[src/rtl/bus_decoder.sv]
// bus_decoder: memory-map decoder and wait-state generator between the CPU
// bus bridge and the on-chip regions. Each strobe is matched against
// NUM_REGIONS base/mask windows (lowest index wins). A per-region wait count
// stretches the transaction while READY is held low. Unmapped accesses
// return OPEN_BUS on reads, drop writes and bump a saturating error count.
module bus_decoder #(
    parameter int                        NUM_REGIONS = 4,
    parameter logic [NUM_REGIONS*20-1:0] REGION_BASE = {(NUM_REGIONS*20){1'b0}},
    parameter logic [NUM_REGIONS*20-1:0] REGION_MASK = {(NUM_REGIONS*20){1'b0}},
    parameter logic [NUM_REGIONS*4-1:0]  REGION_WAIT = {(NUM_REGIONS*4){1'b0}},
    parameter logic [7:0]                OPEN_BUS    = 8'hFF
) (
    input  logic                     iClk,
    input  logic                     iReset,
    input  logic [19:0]              iAddr,
    input  logic [7:0]               iData,
    input  logic                     iMemRd,
    input  logic                     iMemWr,
    input  logic [NUM_REGIONS*8-1:0] iRdData,
    output logic [NUM_REGIONS-1:0]   oSel,
    output logic [19:0]              oAddr,
    output logic [7:0]               oData,
    output logic                     oRd,
    output logic                     oWr,
    output logic [7:0]               oCpuData,
    output logic                     oReady,
    output logic                     oUnmapped,
    output logic [7:0]               oErrCount,
    output logic                     oOverrun
);

    localparam int IDX_W = (NUM_REGIONS > 1) ? $clog2(NUM_REGIONS) : 1;

    typedef enum logic [1:0] {
        ST_IDLE    = 2'd0,
        ST_ACCESS  = 2'd1,
        ST_WAIT    = 2'd2,
        ST_CAPTURE = 2'd3
    } state_t;

    state_t                 state_r, state_nxt_s;
    logic [NUM_REGIONS-1:0] sel_r, sel_nxt_s;
    logic [19:0]            addr_r, addr_nxt_s;
    logic [7:0]             data_r, data_nxt_s;
    logic                   rd_r, rd_nxt_s;
    logic                   wr_r, wr_nxt_s;
    logic [7:0]             cpu_data_r, cpu_data_nxt_s;
    logic                   ready_r, ready_nxt_s;
    logic                   unmapped_r, unmapped_nxt_s;
    logic [7:0]             err_count_r, err_count_nxt_s;
    logic                   overrun_r, overrun_nxt_s;
    logic                   is_wr_r, is_wr_nxt_s;
    logic                   hit_r, hit_nxt_s;
    logic [IDX_W-1:0]       idx_r, idx_nxt_s;
    logic [3:0]             cnt_r, cnt_nxt_s;

    logic                   strobe_s;
    logic                   hit_any_s;
    logic [IDX_W-1:0]       hit_idx_s;
    logic [3:0]             hit_wait_s;
    logic [NUM_REGIONS-1:0] sel_onehot_s;
    logic [7:0]             rd_mux_s;

    assign strobe_s = iMemRd | iMemWr;

    // Window match with lowest-index priority: scan downwards so the lowest hit is kept last.
    always_comb begin
        hit_any_s  = 1'b0;
        hit_idx_s  = {IDX_W{1'b0}};
        hit_wait_s = 4'd0;
        for (int k = NUM_REGIONS - 1; k >= 0; k--) begin
            if ((iAddr & REGION_MASK[20*k +: 20]) == (REGION_BASE[20*k +: 20] & REGION_MASK[20*k +: 20])) begin
                hit_any_s  = 1'b1;
                hit_idx_s  = IDX_W'(k);
                hit_wait_s = REGION_WAIT[4*k +: 4];
            end else begin
                hit_any_s  = hit_any_s;
                hit_idx_s  = hit_idx_s;
                hit_wait_s = hit_wait_s;
            end
        end
    end

    // One-hot select for the winning window, all zero when nothing hits.
    always_comb begin
        sel_onehot_s = {NUM_REGIONS{1'b0}};
        for (int k = 0; k < NUM_REGIONS; k++) begin
            sel_onehot_s[k] = hit_any_s && (hit_idx_s == IDX_W'(k));
        end
    end

    // Read-data return mux over the latched region; open-bus when unmapped.
    always_comb begin
        rd_mux_s = OPEN_BUS;
        for (int k = 0; k < NUM_REGIONS; k++) begin
            if (hit_r && (idx_r == IDX_W'(k))) begin
                rd_mux_s = iRdData[8*k +: 8];
            end else begin
                rd_mux_s = rd_mux_s;
            end
        end
    end

    // Next-state and next-output logic; every output is registered below.
    always_comb begin
        state_nxt_s     = state_r;
        sel_nxt_s       = sel_r;
        addr_nxt_s      = addr_r;
        data_nxt_s      = data_r;
        rd_nxt_s        = 1'b0;
        wr_nxt_s        = 1'b0;
        cpu_data_nxt_s  = cpu_data_r;
        ready_nxt_s     = ready_r;
        unmapped_nxt_s  = 1'b0;
        err_count_nxt_s = err_count_r;
        overrun_nxt_s   = overrun_r;
        is_wr_nxt_s     = is_wr_r;
        hit_nxt_s       = hit_r;
        idx_nxt_s       = idx_r;
        cnt_nxt_s       = cnt_r;

        case (state_r)
            ST_IDLE: begin
                if (strobe_s) begin
                    // Write wins when both strobes arrive together.
                    state_nxt_s    = ST_ACCESS;
                    addr_nxt_s     = iAddr;
                    data_nxt_s     = iData;
                    is_wr_nxt_s    = iMemWr;
                    hit_nxt_s      = hit_any_s;
                    idx_nxt_s      = hit_idx_s;
                    cnt_nxt_s      = hit_any_s ? hit_wait_s : 4'd0;
                    sel_nxt_s      = sel_onehot_s;
                    rd_nxt_s       = hit_any_s & ~iMemWr;
                    wr_nxt_s       = hit_any_s & iMemWr;
                    ready_nxt_s    = 1'b0;
                    unmapped_nxt_s = ~hit_any_s;
                    if (!hit_any_s && (err_count_r != 8'hFF)) begin
                        err_count_nxt_s = err_count_r + 8'd1;
                    end else begin
                        err_count_nxt_s = err_count_r;
                    end
                end else begin
                    state_nxt_s = ST_IDLE;
                end
            end
            ST_ACCESS: begin
                overrun_nxt_s = overrun_r | strobe_s;
                if (cnt_r != 4'd0) begin
                    state_nxt_s = ST_WAIT;
                end else if (is_wr_r) begin
                    state_nxt_s = ST_IDLE;
                    ready_nxt_s = 1'b1;
                    sel_nxt_s   = {NUM_REGIONS{1'b0}};
                end else begin
                    state_nxt_s = ST_CAPTURE;
                end
            end
            ST_WAIT: begin
                // Counter holds the number of wait cycles still to run, including this one.
                overrun_nxt_s = overrun_r | strobe_s;
                cnt_nxt_s     = cnt_r - 4'd1;
                if (cnt_r <= 4'd1) begin
                    if (is_wr_r) begin
                        state_nxt_s = ST_IDLE;
                        ready_nxt_s = 1'b1;
                        sel_nxt_s   = {NUM_REGIONS{1'b0}};
                    end else begin
                        state_nxt_s = ST_CAPTURE;
                    end
                end else begin
                    state_nxt_s = ST_WAIT;
                end
            end
            ST_CAPTURE: begin
                // Region data sampled one full cycle after the last wait cycle.
                overrun_nxt_s  = overrun_r | strobe_s;
                cpu_data_nxt_s = rd_mux_s;
                ready_nxt_s    = 1'b1;
                sel_nxt_s      = {NUM_REGIONS{1'b0}};
                state_nxt_s    = ST_IDLE;
            end
            default: begin
                state_nxt_s = ST_IDLE;
                ready_nxt_s = 1'b1;
                sel_nxt_s   = {NUM_REGIONS{1'b0}};
            end
        endcase
    end

    // State and output registers with asynchronous reset back to idle.
    always_ff @(posedge iClk or posedge iReset) begin
        if (iReset) begin
            state_r     <= ST_IDLE;
            sel_r       <= {NUM_REGIONS{1'b0}};
            addr_r      <= 20'h00000;
            data_r      <= 8'h00;
            rd_r        <= 1'b0;
            wr_r        <= 1'b0;
            cpu_data_r  <= 8'h00;
            ready_r     <= 1'b1;
            unmapped_r  <= 1'b0;
            err_count_r <= 8'h00;
            overrun_r   <= 1'b0;
            is_wr_r     <= 1'b0;
            hit_r       <= 1'b0;
            idx_r       <= {IDX_W{1'b0}};
            cnt_r       <= 4'd0;
        end else begin
            state_r     <= state_nxt_s;
            sel_r       <= sel_nxt_s;
            addr_r      <= addr_nxt_s;
            data_r      <= data_nxt_s;
            rd_r        <= rd_nxt_s;
            wr_r        <= wr_nxt_s;
            cpu_data_r  <= cpu_data_nxt_s;
            ready_r     <= ready_nxt_s;
            unmapped_r  <= unmapped_nxt_s;
            err_count_r <= err_count_nxt_s;
            overrun_r   <= overrun_nxt_s;
            is_wr_r     <= is_wr_nxt_s;
            hit_r       <= hit_nxt_s;
            idx_r       <= idx_nxt_s;
            cnt_r       <= cnt_nxt_s;
        end
    end

    assign oSel      = sel_r;
    assign oAddr     = addr_r;
    assign oData     = data_r;
    assign oRd       = rd_r;
    assign oWr       = wr_r;
    assign oCpuData  = cpu_data_r;
    assign oReady    = ready_r;
    assign oUnmapped = unmapped_r;
    assign oErrCount = err_count_r;
    assign oOverrun  = overrun_r;

endmodule

[config.mk]
export PLATFORM = sky130hd
export DESIGN_NAME = bus_decoder
export DESIGN_NICKNAME = d
export VERILOG_FILES = /design/src/rtl/bus_decoder.sv
export SDC_FILE = /design/constraint.sdc
export NUM_CORES = 1
export LEC_CHECK = 0
export ABC_CLOCK_PERIOD_IN_PS = 2700
export BUFFER_PORTS_ARGS = -buffer_cell sky130_fd_sc_hd__buf_2
export CAP_MARGIN = 20
export CORE_MARGIN = 3
export CORE_UTILIZATION = 48
export CTS_CLUSTER_DIAMETER = 80
export CTS_CLUSTER_SIZE = 25
export DETAILED_ROUTE_END_ITERATION = 6
export GPL_TIMING_DRIVEN = 0
export HOLD_SLACK_MARGIN = 0.03
export PLACE_DENSITY = 0.9
export SYNTH_ARGS = -nofsm -noshare
export SYNTH_HDL_FRONTEND = slang
export SYNTH_SLANG_ARGS = --single-unit
[constraint.sdc]
create_clock -name iClk -period 2.7 [get_ports iClk]
set_input_delay 0.27 -clock iClk [delete_from_list [all_inputs] [get_ports iClk]]
set_output_delay 0.27 -clock iClk [all_outputs]
set_load 0.02 [all_outputs]
Word-level counts from Yosys, hierarchy flattened:

Cells that the tools add are included.
W data, S select, Z words.

* $add $sub $neg: 1
* magnitude comparators: 1
* equality and inequality tests: 6
* muxes and demuxes: 22
* bitwise operators: 3
* reduce and logical (&&, ||, !) cells: 7

Operators by type and width (number)
* $mux W4: 5
* $pmux W4 S4: 1
* $mux W1: 9
* $mux W8: 1
* $pmux W2 S4: 1
* $pmux W4 S2: 1
* $mux W2: 3
* $ne A2 B2 Y1 const B: 3
* $eq A2 B2 Y1 const B: 2
* $le A4 B1 Y1 const B: 1
* $pmux W1 S4: 1
* $reduce_and A2 Y1: 2
* $reduce_bool A4 Y1: 1
* $sub A4 B1 Y4 const B: 1
* $reduce_and A3 Y1: 1
* $reduce_or A3 Y1: 1
* $eq A2 B1 Y1 const B: 1
* $logic_not A2 Y1: 1
* $or A1 B1 Y1: 2
* $reduce_bool A2 Y1: 1
* $not A1 Y1: 1

* flip-flop bits (word level): 52
* input port bits: 64
* output and inout port bits: 53
* logic and storage cells: 52

Depth between registers and ports, before layout:

* depth after elaboration: 3
* gate-level depth with buffers: 6
* gate-level depth less buffers: 6

Least setup slack after synthesis:

OpenSTA, ideal clock, no wires.

* path type: register to register
* start point: register state_r[0]
* end point: register addr_r[19] (netlist: oAddr[19])
* setup time: 125 ps
* data arrival time: 1409 ps
* data required time: 2575 ps
* slack: 1166 ps
* cell stages (with the launch flop): 7
* path buffers: 2
* period minus slack after synthesis: 1534 ps
* path through: dfrtp_1 inv_1 ha_1 o21ai_1 buf_4 buf_6 mux2_4

* longest elaborated chain between the ends: 2

Ends and longest elaborated chain
* from (decl): RTL line 41 `state_t state_r, state_nxt_s;`
* from (signal assigned): RTL line 210 `state_r <= state_nxt_s;`
* $logic_not A2 Y1: RTL line 122 `case (state_r)`
* $reduce_and A2 Y1 (no line)
* to (signal assigned): RTL line 212 `addr_r <= addr_nxt_s;`
* to (decl): RTL line 43 `logic [19:0] addr_r, addr_nxt_s;`

Every way passes these cells.
A chain may end at the register's enable or synchronous reset.

Worst setup path after layout:

* start point: register state_r[0]
* end point: register data_r[5] (netlist: oData[5])

* longest elaborated chain between the ends: 2

Ends and longest elaborated chain
* $logic_not A2 Y1: RTL line 122
* $reduce_and A2 Y1 (no line)
* to (signal assigned): RTL line 213 `data_r <= data_nxt_s;`
* to (decl): RTL line 44 `logic [7:0] data_r, data_nxt_s;`

Every way passes these cells.

==> summary.md <==
| Metric | Value |
|---|---|
| Main combinational cell family by area after synthesis | multiplexers |
| Synth async-reset ratio | 1.00 |
| FF+latch count, synth | 49 |
| Worst VDD drop | 0.000750 V |
| First-pass GRT wire length | 6.75 mm |
| Arr. time, crit path | 1.91 ns |
| Buffers on Ports | 80 |
| Synth Area in XOR/XNOR | 0 |
| DRT iter0 DRCs | 67 |
| Starting Density | 0.522 |
| Final Cell Area | 2810 sq um |
| Final Hold Viols | 0 |
| Die H | 73.3 microns |
| IO Pins | 117 |
| Die W | 73.3 microns |
| Gpl congestion | 0.814 |
| CP Class | flop to flop |
| Crit path required time | 2.88 ns |
| Simple-Gate Fraction of Synth Area | 0.0454 |
| Pre-Repair DR Iteration Count | 4 |
| Detailed Route WL | 4.23 mm |
| Post-synth EDFFs | 0 |
| Clk slew on worst S/H paths | 0.09 ns |
| Area post-placement | 2700 sq um |
| Layout Nets | 333 |
| GR Util All Layers | 0.164 |
| Critical Path Fanout Max | 10 |
| Post-DP HPWL | 3.34 mm |
| Status | completed |
| Post-synthesis sequential area ratio | 0.564 |
| Post-Syn Instances | 161 |
| Power density over the cells | 1240 nW/um^2 |
| Count of cell types in the netlist | 33 |
| Hold_sp | iRdData[3] |
| Diode count | 0 |
| Post-synthesis mux area share | 0.167 |
| CP startpoint | state_r[0] |
| Total number of vias | 1526 |
| Primary FF master, synth | dfrtp_1 |
| Crit share post-route | 0.641 |
| Pin count of the biggest net entering global routing | 35 |
| Overflow left after global routing | 0 |
| Worst-Skew Late Latency | 0.28 ns |
| Post-synthesis adder-cell area fraction | 0.0460 |
| Die area | 5380 sq um |
| Num CTS Buffers | 5 |
| Synth-to-Final Area Change | 29.2% |
| TritonCTS clock tree | built |
| Mapped Area | 2180 sq um |
| Max Slew Vio Count | 0 |
| Initial antenna violation count | 0 |
| Max Clock Freq | 578 MHz |
| Core Area | 4170 sq um |
| Minimum hold slack | 0.195 ns |
| Mean area per synthesized cell | 13.5 sq um |
| Rows | 23 |
| RSZ-0062 raised after global routing | no |
| Worst setup SP type | flop |
| Via/cell ratio | 4.89 |
| Antenna Violating Nets Remaining | 0 |
| Crit end category | flop |
| Longest Clk Path Bufs | 2 |
| Post-synthesis compound-gate area fraction | 0.109 |
| Ys Warns | 0 |
| Setup TNS | 0 ns |
| Vias in the first global route | 1433 |
| Layout cell share with drive strength beyond 1 | 0.527 |
| Max Clock Skew | 0.00447 ns |
| Routed len/inst | 13.6 microns |
| H-tree levels | 2 |
| Pwr Total | 3.48 mW |
| Remaining routing DRC violations | 0 |
| Leakage | 1.41 nW |
| HP Class | primary input to flop |
| FF-to-FF Start | state_r[0] |
| MaxCap Viol Count | 0 |
| Clk root buf | clkbuf_8 |
| Fin crit period | 1.73 ns |
| Sink Count | 49 |
| Final setup fails | 0 |
==> cell usage after synthesis (2+ instances only) <==
master / number / area, sq um
o2bb2ai_1: 3 / 26.3
o21bai_1: 2 / 15.0
ha_1: 8 / 100
a21oi_1: 3 / 15.0
buf_2: 2 / 10.0
mux2_2: 19 / 214
buf_4: 13 / 97.6
nand2_1: 4 / 15.0
inv_1: 7 / 26.3
nor3_1: 3 / 15.0
nor2_1: 9 / 33.8
o21ai_0: 4 / 20.0
dfrtp_1: 48 / 1200
mux2_4: 10 / 150
o22a_1: 8 / 70.1
==> placed cells by master (no fill, tap or decap), types with 2 or more instances in the layout <==
master / Yosys / final
mux2_4: 10 / 10
inv_1: 7 / 6
o21bai_1: 2 / 2
o21ai_0: 4 / 4
nor3_1: 3 / 3
clkbuf_8: 0 / 7
mux2_2: 19 / 19
o2bb2ai_1: 3 / 3
ha_1: 8 / 8
a21oi_1: 3 / 3
dfrtp_1: 48 / 48
buf_4: 13 / 13
conb_1: 1 / 12
buf_2: 2 / 82
nand2_1: 4 / 4
nor2_1: 9 / 9
o22a_1: 8 / 8
==> registers in the layout (all words and copies together), names as in the netlist <==
signal / flops
oAddr: 20
oRd: 1
oWr: 1
state_r: 2
hit_r: 1
is_wr_r: 1
oReady: 1
cnt_r: 4
oSel: 1
oOverrun: 1
oData: 8
oCpuData: 8
==> cell families (layout without fill, tap and decap cells) <==
logic type,count (synthesis),after routing
compound gates,30,30
fa+ha+maj,8,8
buf+inv,23,113
flops,49,49
mux,29,29
other cells,1,12
simple gates,21,21
==> cell type report <==
class	count	area (sq um)
inverter	7	26.3
tap	50	62.6
buffer	16	119
multi-input combinational	100	846
clock buffer	7	96.3
timing repair buffer	82	430
clock inverter	1	5.00
fill	325	1360
sequential	49	1230
==> metrics by stage <==
step	setup WS (ns)	utilization	instances
finish	0.970	0.674	312
global route	0.807	0.674	312
CTS	0.935	0.674	312
detailed placement	0.958	0.647	303
global placement	0.703	0.643	302
floorplan	1.17	-	172
==> where the power goes <==
part           total, mW  leakage, nW  switching, mW  internal, mW
Clock              0.455       0.0542          0.223         0.232
Sequential          1.27        0.568          0.195          1.08
Combinational       1.75        0.792          0.948         0.804
==> critical path: stages (launching register included) <==
cell and delay (ns):
dfrtp_1 0.38, inv_1 0.08, ha_1 0.29, o21ai_1 0.14
buf_4 0.22, buf_6 0.19, mux2_4 0.31
==> repair_timing <==
item                                   in CTS  in global routing
hold buffers                                1                  0
resized for setup                           0                  0
endpoints found under the hold margin      15                  0
buffers inserted                            0                  0
setup endpoints to repair                   0                  0
==> per-layer routing <==
metal | track usage | vias to the layer above | part of all wire
met3 | 0.0451 | 2 | 0.094
li1 | - | 740 | -
met5 | 0 | - | 0
met4 | 0.0483 | 0 | 0.0045
met1 | 0.221 | 712 | 0.42
met2 | 0.259 | 72 | 0.48
==> worst paths after layout <==
| path | endpoint | slack, ns | cells after the start |
|---|---|---|---|
| setup / recovery | oData[5] | 0.97 | 6 |
| hold / removal | oCpuData[3] | 0.19 | 2 |
| setup reg to reg | oData[5] | 0.97 | 6 |
| hold reg to reg | oOverrun | 0.48 | 1 |
| max in group asynchronous | oReady | 1.64 | 4 |
| min in group asynchronous | oAddr[12] | 0.50 | 3 |
Note: power is estimated with default switching activity, not from simulation.
